===== src/rtl/avalon_master_pkg.sv =====
// avalon_master_pkg: opcodes, FSM states and instruction field offsets for avalon_master
package avalon_master_pkg;
  localparam logic [3:0] OP_NOP   = 4'h0;
  localparam logic [3:0] OP_WRITE = 4'h1;
  localparam logic [3:0] OP_READ  = 4'h2;
  localparam logic [3:0] OP_WAIT  = 4'h3;
  localparam logic [3:0] OP_HALT  = 4'hF;
  localparam int DATA_LSB  = 0;
  localparam int WAIT_BITS = 16;
  typedef enum logic [2:0] {FETCH, WRITE, READ, RDATA, WAIT, HALT} state_t;
  function automatic int addr_lsb(input int data_size);
    return data_size;
  endfunction
  function automatic int opcode_lsb(input int instr_size, input int opcode_size);
    return instr_size - opcode_size;
  endfunction
endpackage


===== src/rtl/avalon_master_if.sv =====
// avalon_master_if: Avalon-MM bus between avalon_master and a slave; waitrequest only with AVM_WAITREQUEST_EN
interface avalon_master_if #(
  parameter int ADDRESS_SIZE = 32,
  parameter int DATA_SIZE    = 32
);
  logic                    chipselect;
  logic                    read;
  logic                    write;
  logic [ADDRESS_SIZE-1:0] address;
  logic [DATA_SIZE-1:0]    readdata;
  logic [DATA_SIZE-1:0]    writedata;
`ifdef AVM_WAITREQUEST_EN
  logic                    waitrequest;
`endif
  modport master (
    output chipselect, read, write, address, writedata,
    input  readdata
`ifdef AVM_WAITREQUEST_EN
    , input waitrequest
`endif
  );
  modport slave (
    input  chipselect, read, write, address, writedata,
    output readdata
`ifdef AVM_WAITREQUEST_EN
    , output waitrequest
`endif
  );
endinterface


===== src/rtl/avm_instr_decode.sv =====
// avm_instr_decode: splits an instruction word into opcode, address and data fields
module avm_instr_decode
  import avalon_master_pkg::*;
#(
  parameter int ADDRESS_SIZE = 32,
  parameter int DATA_SIZE    = 32,
  parameter int OPCODE_SIZE  = 4,
  parameter int INSTR_SIZE   = 68
) (
  input  logic [INSTR_SIZE-1:0]   instr,
  output logic [OPCODE_SIZE-1:0]  opcode,
  output logic [ADDRESS_SIZE-1:0] address,
  output logic [DATA_SIZE-1:0]    data
);
  assign opcode  = instr[opcode_lsb(INSTR_SIZE, OPCODE_SIZE) +: OPCODE_SIZE];
  assign address = instr[addr_lsb(DATA_SIZE) +: ADDRESS_SIZE];
  assign data    = instr[DATA_LSB +: DATA_SIZE];
endmodule


===== src/rtl/avalon_master.sv =====
// avalon_master: instruction-table driven Avalon-MM master (WRITE/READ/WAIT/NOP/HALT)
// Optional AVM_WAITREQUEST_EN adds waitrequest stalling of WRITE and READ.
module avalon_master
  import avalon_master_pkg::*;
#(
  parameter int ADDRESS_SIZE     = 32,
  parameter int DATA_SIZE        = 32,
  parameter int OPCODE_SIZE      = 4,
  parameter int INSTR_SIZE       = 68,
  parameter int INSTR_LIMIT_SIZE = 7
) (
  input  logic                        clk,
  input  logic                        reset,
  avalon_master_if.master             avmaster,
  output logic [DATA_SIZE-1:0]        avmaster_readdata_watch,
  output logic [INSTR_LIMIT_SIZE-1:0] programCounter,
  input  logic [INSTR_SIZE-1:0]       instructionVector
);
  localparam int WW = DATA_SIZE < WAIT_BITS ? DATA_SIZE : WAIT_BITS;
  localparam logic [INSTR_LIMIT_SIZE-1:0] PC_MAX = '1;
  state_t                  state, state_n, done;
  logic [OPCODE_SIZE-1:0]  op;
  logic [ADDRESS_SIZE-1:0] addr;
  logic [DATA_SIZE-1:0]    data;
  logic [WAIT_BITS-1:0]    cnt;
  logic                    last, stall;
  avm_instr_decode #(
    .ADDRESS_SIZE(ADDRESS_SIZE), .DATA_SIZE(DATA_SIZE),
    .OPCODE_SIZE(OPCODE_SIZE), .INSTR_SIZE(INSTR_SIZE)
  ) u_dec (
    .instr(instructionVector), .opcode(op), .address(addr), .data(data)
  );
`ifdef AVM_WAITREQUEST_EN
  assign stall = avmaster.waitrequest;
`else
  assign stall = 1'b0;
`endif
  // NOP and unknown opcodes reuse WAIT with a zero count so they cost two cycles
  always_comb begin
    done    = last ? HALT : FETCH;
    state_n = state;
    case (state)
      FETCH:   state_n = op == OPCODE_SIZE'(OP_WRITE) ? WRITE :
                         op == OPCODE_SIZE'(OP_READ)  ? READ  :
                         op == OPCODE_SIZE'(OP_HALT)  ? HALT  : WAIT;
      WRITE:   state_n = stall ? WRITE : done;
      READ:    state_n = stall ? READ : RDATA;
      RDATA:   state_n = done;
      WAIT:    state_n = cnt == '0 ? done : WAIT;
      default: state_n = HALT;
    endcase
  end
  // strobes are registered from the next state so they line up with WRITE/READ
  always_ff @(posedge clk or posedge reset) begin
    if (reset) begin
      state                   <= FETCH;
      cnt                     <= '0;
      last                    <= 1'b0;
      programCounter          <= '0;
      avmaster_readdata_watch <= '0;
      avmaster.chipselect     <= 1'b0;
      avmaster.read           <= 1'b0;
      avmaster.write          <= 1'b0;
      avmaster.address        <= '0;
      avmaster.writedata      <= '0;
    end else begin
      state               <= state_n;
      avmaster.chipselect <= state_n == WRITE || state_n == READ;
      avmaster.write      <= state_n == WRITE;
      avmaster.read       <= state_n == READ;
      if (state == FETCH) begin
        cnt  <= op == OPCODE_SIZE'(OP_WAIT) ? WAIT_BITS'(data[WW-1:0]) : '0;
        last <= programCounter == PC_MAX;
        if (programCounter != PC_MAX) programCounter <= programCounter + 1'b1;
        if (state_n == WRITE || state_n == READ) avmaster.address <= addr;
        if (state_n == WRITE) avmaster.writedata <= data;
      end
      if (state == WAIT) cnt <= cnt - 1'b1;
      if (state == RDATA) avmaster_readdata_watch <= avmaster.readdata;
    end
  end
endmodule


===== src/flat_wrapper.sv =====
// flat-port wrapper written by rule: the top's interface ports become plain ports
module avalon_master_flat import avalon_master_pkg::*;
#(
  parameter int ADDRESS_SIZE     = 32,
  parameter int DATA_SIZE        = 32,
  parameter int OPCODE_SIZE      = 4,
  parameter int INSTR_SIZE       = 68,
  parameter int INSTR_LIMIT_SIZE = 7
)
  (clk, reset, avmaster_readdata_watch, programCounter, instructionVector, avmaster_chipselect, avmaster_read, avmaster_write, avmaster_address, avmaster_writedata, avmaster_readdata);
  avalon_master_if #(.ADDRESS_SIZE(ADDRESS_SIZE), .DATA_SIZE(DATA_SIZE)) avmaster_i ();
  input  logic clk;
  input  logic reset;
  output logic [DATA_SIZE-1:0] avmaster_readdata_watch;
  output logic [INSTR_LIMIT_SIZE-1:0] programCounter;
  input  logic [INSTR_SIZE-1:0] instructionVector;
  output wire logic [$bits(avmaster_i.chipselect)-1:0] avmaster_chipselect;
  output wire logic [$bits(avmaster_i.read)-1:0] avmaster_read;
  output wire logic [$bits(avmaster_i.write)-1:0] avmaster_write;
  output wire logic [$bits(avmaster_i.address)-1:0] avmaster_address;
  output wire logic [$bits(avmaster_i.writedata)-1:0] avmaster_writedata;
  input wire logic [$bits(avmaster_i.readdata)-1:0] avmaster_readdata;
  assign avmaster_chipselect = avmaster_i.chipselect;
  assign avmaster_read = avmaster_i.read;
  assign avmaster_write = avmaster_i.write;
  assign avmaster_address = avmaster_i.address;
  assign avmaster_writedata = avmaster_i.writedata;
  assign avmaster_i.readdata = avmaster_readdata;
  avalon_master #(.ADDRESS_SIZE(ADDRESS_SIZE), .DATA_SIZE(DATA_SIZE), .OPCODE_SIZE(OPCODE_SIZE), .INSTR_SIZE(INSTR_SIZE), .INSTR_LIMIT_SIZE(INSTR_LIMIT_SIZE)) u_core (.clk(clk), .reset(reset), .avmaster(avmaster_i), .avmaster_readdata_watch(avmaster_readdata_watch), .programCounter(programCounter), .instructionVector(instructionVector));
endmodule

===== config.mk =====
export PLATFORM = sky130hd
export DESIGN_NAME = avalon_master_flat
export DESIGN_NICKNAME = d
export VERILOG_FILES = /design/src/rtl/avalon_master_pkg.sv /design/src/rtl/avalon_master_if.sv /design/src/rtl/avm_instr_decode.sv /design/src/rtl/avalon_master.sv /design/src/flat_wrapper.sv
export SDC_FILE = /design/constraint.sdc
export NUM_CORES = 1
export LEC_CHECK = 0
export CAP_MARGIN = 0
export CORE_MARGIN = 3
export CORE_UTILIZATION = 40
export CTS_CLUSTER_DIAMETER = 120
export CTS_CLUSTER_SIZE = 10
export DETAILED_ROUTE_END_ITERATION = 10
export PLACE_DENSITY = 0.74
export SLEW_MARGIN = 20
export SYNTH_ARGS = -nofsm -noshare
export SYNTH_HDL_FRONTEND = slang
export SYNTH_SLANG_ARGS = --single-unit

===== constraint.sdc =====
create_clock -name clk -period 4.9 [get_ports clk]
set_clock_uncertainty 0.2 [all_clocks]
set_input_delay 1.225 -clock clk [delete_from_list [all_inputs] [get_ports clk]]
set_output_delay 1.225 -clock clk [all_outputs]
set_load 0.05 [all_outputs]

**After elaboration in Yosys (flattened, before gate mapping)**

Index checks and enable logic that the tools add are counted.
W data, S select, Z words.

- Register bits: 126
- Bits in latches: 0
- Memory bits (writable): 0
- ROM bits: 0
- Input bits: 102
- Word-level logic and storage cells: 41
- Memories kept: 0

- Add/sub/neg operators: 2
- Multipliers: 0
- Divide/modulo/power cells: 0
- Magnitude comparators: 0
- Equality and inequality tests: 12
- Shift-type cells: 0
- Multiplexer cells: 9
- Bitwise logic cells: 0
- Reductions and logical operators: 8

Operators with widths:

| cell | count |
|---|---|
| $mux W16 | 3 |
| $logic_not A16 Y1 | 1 |
| $sub A16 B1 Y16 const B | 1 |
| $mux W3 | 4 |
| $pmux W3 S4 | 1 |
| $eq A3 B2 Y1 const B | 3 |
| $eq A4 B2 Y1 const B | 2 |
| $add A7 B1 Y7 const B | 1 |
| $eq A7 B7 Y1 const B | 1 |
| $ne A7 B7 Y1 const B | 1 |
| $eq A3 B1 Y1 const B | 2 |
| $reduce_and A2 Y1 | 3 |
| $eq A4 B1 Y1 const B | 1 |
| $eq A4 B4 Y1 const B | 1 |
| $eq A3 B3 Y1 const B | 1 |
| $logic_not A3 Y1 | 1 |
| $reduce_bool A2 Y1 | 1 |
| $reduce_or A2 Y1 | 1 |
| $logic_or A1 B1 Y1 | 1 |
| $mux W1 | 1 |

**Logic depth before layout (Yosys ltp)**

Gate-level depths: netlist of run 1.

- Depth after elaboration: 8
- Depth in mapped cells: 10

**Cells and area by module**

From an unflattened synthesis of run 1, not the netlist that was laid out.

- Cell total of the unflattened synthesis: 457
- Area total of the unflattened synthesis: 5939.4 µm²

Modules (own cells, without submodules):

| module | instances | cells an instance | area each (µm²) | seq. area each (µm²) |
|---|---|---|---|---|
| avalon_master | 1 | 389 | 5429.0 | 3153.0 |
| avm_instr_decode | 1 | 68 | 510.5 | 0.0 |

**Worst setup path after synthesis of run 1**

OpenSTA, ideal clock, no wires.

- Path type: input port to flip-flop
- Start point: input instructionVector[65]
- End point: register u_core.avmaster.address[0]
- Library setup time: 0.125 ns
- Data arrival time: 2.720 ns
- Data required time: 4.575 ns
- Slack: 1.854 ns
- Stages: 9
- Path buffers: 3
- Cell sequence: nor3_1 o21ai_0 a32o_1 a211o_1 buf_6 o21a_1 buf_6 buf_6 mux2_4

- Word-level cells in the longest chain between the ends: 8

Ends and longest elaborated chain:

| element | RTL line | RTL |
|---|---|---|
| start: declaration | flat_wrapper.sv:16 | `input logic [INSTR_SIZE-1:0] instructionVector;` |
| $eq A4 B4 Y1 | avalon_master.sv:45 | `op == OPCODE_SIZE'(OP_HALT) ? HALT : WAIT;` |
| $mux W1 | avalon_master.sv:45 |  |
| $mux W3 | avalon_master.sv:44 | `op == OPCODE_SIZE'(OP_READ) ? READ :` |
| $mux W3 (*) | avalon_master.sv:43 | `FETCH: state_n = op == OPCODE_SIZE'(OP_WRITE) ? WRITE :` |
| $pmux W3 S4 (*) | avalon_master.sv:42 | `case (state)` |
| $eq A3 B1 Y1 / $eq A3 B2 Y1 (equally long branches) | avalon_master.sv:75 | `if (state_n == WRITE \|\| state_n == READ) avmaster.address <= addr;` |
| $logic_or A1 B1 Y1 (*) | avalon_master.sv:75 |  |
| $reduce_and A2 Y1 (no line) (*) | n/a |  |
| end signal: assignment | avalon_master.sv:75 |  |
| end: declaration | avalon_master_if.sv:16 | `output chipselect, read, write, address, writedata,` |

Every way passes the cells marked *; elsewhere a longest branch is shown, timed or not.
A chain may end at the register's enable or synchronous reset.

**Final worst setup path of run 1**

- Start point: input instructionVector[65]
- End point: register u_core.avmaster.address[13]

The elaborated chain is that of the path after synthesis.

==> results.py, run 1 <==
metrics = {
    "power_and_ir_drop": {
        "finalPower_mw": 3.069,
        "leakagePower_nw": 3.651,
        "powerDensity_mw_per_mm2": 374.3,
        "ir_drop_mv": 0.2098,
    },
    "yosys": {
        "async_flop_share_pct": 100.0,
        "synth.avg_cell_area_um2": 13.82,
        "ys.flop_type": "dfrtp_1",
        "yosysUniqueCellTypes": 46,
        "synth-seq-cells": 126,
        "syn_inst": 388,
        "synth-compound-area-share_pct": 4.713,
        "synthAdderAreaFrac_pct": 0.7000,
        "synth_top_family_by_area": "multiplexers",
        "ys_seq_area_share_pct": 58.80,
        "synth_xor_area_share_pct": 0.9799,
        "synth-simple-area-share_pct": 7.140,
        "synth_edf_count": 0,
        "ys_warn_count": 0,
        "netlist_area_mm2": 0.005363,
        "synthMuxAreaShare_pct": 24.62,
        "synth_nets": 493,
    },
    "clocking": {
        "cts-root-buf": "clkbuf_16",
        "worstSkewPairLatency_ps": 410,
        "clockBufferDepth": 2,
        "ctsHoldBuffers": 0,
        "post-cts-setup-buffers": 0,
        "clkSinkCount": 126,
        "cts.reportedPaths.clkPinSlew_ps": 50,
        "cts_buffers": 17,
        "htreeDepth": 4,
        "cts_tree": "done",
        "cts_resized": 0,
    },
    "floorplanning": {
        "initial_core_util_pct": 41.65,
        "dieWidth_um": 121.8,
        "num_rows": 41,
        "die_h_um": 121.8,
        "core-area_mm2": 0.01288,
        "io_pins": 208,
        "die_area_mm2": 0.01483,
    },
    "place": {
        "place_ws_ps": 1068,
        "dp.cells": 753,
        "placed_cell_area_mm2": 0.007584,
        "gp_congestion": 0.7798,
        "portBuffers": 207,
        "dp.final_hpwl_um": 9626,
    },
    "drt": {
        "finalWirelength_um": 13470,
        "viasPerCell": 4.959,
        "detailedRoute.firstPassIterationCount": 8,
        "drc": 0,
        "drt_iter0_markers": 242,
        "wl_per_cell_um": 17.21,
        "ant_nets": 0,
        "num_vias": 3883,
    },
    "critical_path": {
        "cp-end-kind": "flop",
        "cp-start-kind": "input port",
        "worstSetupPathType": "input port to flop",
        "path_max_fanout": 33,
        "crit_required_ps": 5000,
        "cp.arrival_ps": 3520,
        "ff2ff_setup_slack_ps": 1650,
    },
    "sta": {
        "fmax_mhz": 292.2,
        "hold_viol": 0,
        "rsz0062_at_grt": "false",
        "relSlewSlack_pct": 28.00,
        "slew_violations": 0,
        "timing.final.ws_setup_ps": 1478,
        "worst_pin_slew_ps": 1080,
        "finalCriticalPeriod_ps": 3422,
        "report.final.setup_viol": 0,
        "min_period_over_period_pct": 69.84,
        "hold-worst-slack_ps": 299.1,
        "finalSetupTns_ps": 0,
    },
    "global_routing": {
        "grt_pass1_wl_um": 21540,
        "grt_start_max_net_pins": 77,
        "antenna_found_initial": 0,
        "grt_pass1_vias": 4224,
        "grt_usage_pct": 18.72,
        "grt-ovfl-total": 0,
    },
    "job": {
        "maxCapViolations": 0,
    },
    "finish": {
        "drive_gt1_share_pct": 23.73,
        "final_cell_mix": "clkdlybuf4s50_1, dfrtp_1, mux2_2",
        "finalNonFillerCells": 783,
        "antennaDiodeCount": 0,
        "final_common_cell": "clkdlybuf4s50_1",
        "nNetsFinal": 705,
        "area_delta_synth_final_pct": 52.92,
        "final_util_pct": 63.69,
        "stdcell_area_mm2": 0.008200,
    },
    "hold_path": {
        "holdCritPathClass": "flop to flop",
    },
    "outcome": {
        "outcome": "finished, final reports clean",
    },
}
## flip-flops by register name (all words and copies together), names as in the netlist, 3 cells and up
register,cells
u_core.state,3
u_core.cnt,16
u_core.programCounter,7
u_core.avmaster_readdata_watch,32
u_core.avmaster.address,32
u_core.avmaster.writedata,32
## worst max-delay path, stage by stage
cell             delay, ps
clkdlybuf4s50_1        490
xor2_1                 200
or2_2                  280
a31oi_1                170
a211o_1                130
o21a_2                 120
buf_4                  470
mux2_2                 400
## cell families after synthesis
| family | Yosys count |
|---|---|
| flip-flops | 126 |
| multiplexers | 108 |
| AND/OR/NAND/NOR | 76 |
| AO/OA/AOI/OAI | 36 |
| buffers and inverters | 33 |
| XOR/XNOR | 6 |
| adder cells (fa/ha/maj) | 3 |
## per-layer routing
metal	vias to the layer above	track usage (%)	share of wire, %
met2	153	31.11	51
met1	1907	22.42	40
li1	1809	-	-
met3	14	6.778	7.9
met4	0	6.863	1.5
met5	-	0	0
## cells in the mapped netlist (2+ instances only)
cell type,n,share of area [%]
or3_1,2,0.23
nor2b_1,2,0.23
xor2_1,2,0.33
nand2_1,15,1.0
buf_1,4,0.28
mux2_4,29,8.1
buf_2,2,0.19
mux2i_1,4,0.75
o21a_1,2,0.28
nand4_1,4,0.47
and3_1,5,0.58
a222oi_1,6,1.1
nand3_1,9,0.84
o21ai_0,9,0.84
mux2_2,75,16
ha_1,3,0.70
xnor2_1,4,0.65
clkbuf_1,9,0.63
nor2_1,21,1.5
a22oi_1,2,0.28
dfrtp_1,126,59
a21oi_1,6,0.56
buf_6,5,1.0
nor4_1,5,0.58
nor3_1,4,0.37
inv_1,12,0.84
a31oi_1,2,0.23
## worst paths after layout
path	startpoint	end	cells past startpoint
max	instructionVector[65]	u_core.avmaster.address[13]	8
min in group asynchronous	reset	u_core.avmaster.address[9]	2
min reg2reg	u_core.avmaster.writedata[6]	u_core.avmaster.writedata[6]	1
min	u_core.avmaster.writedata[6]	u_core.avmaster.writedata[6]	1
max reg2reg	u_core.state[0]	u_core.avmaster.address[0]	7
max in group asynchronous	reset	u_core.avmaster.writedata[10]	3
## layout make-up
| type | count | area [um2] |
|---|---|---|
| inverters | 13 | 51.30 |
| repair buffers | 213 | 2117 |
| flip-flops and latches | 126 | 3153 |
| fillers | 994 | 4676 |
| clock buffers | 24 | 511.7 |
| clock inverters | 6 | 105.1 |
| well taps | 172 | 215.2 |
| multi-input cells | 229 | 2047 |
## where the power goes
| group | switching, mW | total (mW) | internal, mW |
|---|---|---|---|
| combinational | 0.334 | 0.590 | 0.256 |
| sequential | 0.0636 | 1.18 | 1.12 |
| clock | 0.423 | 1.30 | 0.872 |
Note: power is estimated with default switching activity, not from simulation.
==> inputs of run 2 (changes only) <==
- clock period: 4.9 -> 3 ns (I/O delays scaled with it)
==> results.py, run 2 (synthesis gave the netlist of run 1 again) <==
metrics = {
    "outcome": {
        "outcome": "finished, final reports clean",
    },
    "drt": {
        "detailedRoute.firstPassIterationCount": 4,
        "num_vias": 3889,
        "drc": 0,
        "viasPerCell": 4.929,
        "drt_iter0_markers": 235,
        "ant_nets": 0,
        "finalWirelength_um": 13270,
        "wl_per_cell_um": 16.82,
    },
    "sta": {
        "min_period_over_period_pct": 91.55,
        "relSlewSlack_pct": 61.60,
        "report.final.setup_viol": 0,
        "worst_pin_slew_ps": 571.6,
        "fmax_mhz": 364.1,
        "rsz0062_at_grt": "false",
        "timing.final.ws_setup_ps": 253.5,
        "hold_viol": 0,
        "finalCriticalPeriod_ps": 2746,
        "slew_violations": 0,
    },
    "place": {
        "place_ws_ps": -143.3,
        "gp_congestion": 0.7599,
        "portBuffers": 207,
        "dp.final_hpwl_um": 9685,
        "placed_cell_area_mm2": 0.007682,
    },
    "floorplanning": {
        "core-area_mm2": 0.01288,
        "initial_core_util_pct": 41.65,
        "io_pins": 208,
        "die_area_mm2": 0.01483,
        "dieWidth_um": 121.8,
        "num_rows": 41,
        "die_h_um": 121.8,
    },
    "finish": {
        "final_util_pct": 63.54,
        "stdcell_area_mm2": 0.008182,
        "antennaDiodeCount": 0,
        "area_delta_synth_final_pct": 52.57,
        "top_regs": "u_core.avmaster.address x32, u_core.avmaster.writedata x32, u_core.avmaster_readdata_watch x32",
        "num-fill-cells": 975,
        "nNetsFinal": 713,
        "final_common_cell": "clkdlybuf4s50_1",
        "final_cell_mix": "clkdlybuf4s50_1, dfrtp_1, mux2_2",
        "drive_gt1_share_pct": 23.66,
    },
    "global_routing": {
        "grt_usage_pct": 18.49,
        "grt-ovfl-total": 0,
        "grt_pass1_vias": 4200,
        "antenna_found_initial": 0,
        "grt_start_max_net_pins": 68,
        "grt_pass1_wl_um": 21290,
    },
    "clocking": {
        "htreeDepth": 4,
        "cts.reportedPaths.clkPinSlew_ps": 50,
        "cts_tree": "done",
        "cts_resized": 0,
        "cts_buffers": 17,
        "worstSkewPairLatency_ps": 400,
        "clockBufferDepth": 2,
        "clkSinkCount": 126,
        "cts-root-buf": "clkbuf_16",
        "post-cts-setup-buffers": 0,
        "ctsHoldBuffers": 0,
    },
    "critical_path": {
        "cp-start-kind": "input port",
        "crit_required_ps": 3080,
        "critical-path-slowest-cell": "clkdlybuf4s50_1",
        "worstSetupPathType": "input port to flop",
        "crit_chain": "clkdlybuf4s50_1 > xor2_1 > or2_2 > a31oi_1 > a211o_1 > o21a_2 > buf_12 > mux2_2",
        "cp.arrival_ps": 2830,
        "path_max_fanout": 23,
        "critPathMaxStageDelay_ps": 490,
        "cp-end-kind": "flop",
    },
    "job": {
        "maxCapViolations": 0,
    },
    "power_and_ir_drop": {
        "ir_drop_mv": 0.4582,
        "leakagePower_nw": 3.637,
        "powerDensity_mw_per_mm2": 567.8,
    },
    "hold_path": {
        "holdCritPathClass": "flop to flop",
    },
}
-- run 2: through the flow --
step	power [mW]	cells	hold WS, ps	setup TNS, ps
floorplan	2.529	388	288.7	0
global placement	2.912	761	262.0	-2872
global route	4.865	789	309.7	0
finish	4.646	789	292.5	0
detailed placement	2.937	761	284.1	-3784
CTS	4.711	789	296.1	0
-- run 2: where the power goes --
part	switching [mW]	internal, mW
combinational	0.546	0.428
sequential	0.105	1.83
clock	0.638	1.10
-- run 2: path summary, 6_finish.rpt --
check | slack (ps) | endpoint | from | depth (start not counted)
min | 290 | u_core.programCounter[6] | u_core.programCounter[6] | 1
max | 250 | u_core.avmaster.address[13] | instructionVector[65] | 8
min in group asynchronous | 620 | u_core.avmaster.address[21] | reset | 3
min reg2reg | 290 | u_core.programCounter[6] | u_core.programCounter[6] | 1
max reg2reg | 270 | u_core.avmaster.address[22] | u_core.cnt[5] | 7
max in group asynchronous | 1670 | u_core.avmaster_readdata_watch[18] | reset | 3
-- run 2: final cells by class --
| cell class | count | area (um2) | area share (%) |
|---|---|---|---|
| clock buffers | 26 | 489.2 | 5.980 |
| repair buffers | 221 | 2215 | 27.07 |
| clock inverters | 2 | 10.01 | 0.1223 |
| flip-flops and latches | 126 | 3153 | 38.54 |
| multi-input cells | 229 | 2047 | 25.02 |
| inverters | 13 | 52.55 | 0.6423 |
| well taps | 172 | 215.2 | 2.630 |
-- run 2: worst max-delay path, delay by kind of cell --
family	cells	cell delay [ps]
XOR/XNOR	1	210
AND/OR/NAND/NOR	1	270
multiplexers	1	350
buffers and inverters	2	700
AO/OA/AOI/OAI	3	530
-- run 2: layer usage --
metal	GRT usage, %	vias up	routed length [um]
li1	-	1826	-
met1	21.93	1902	5319
met2	30.59	150	6612
met3	8.032	11	1210
met4	5.532	0	129
met5	0	-	0
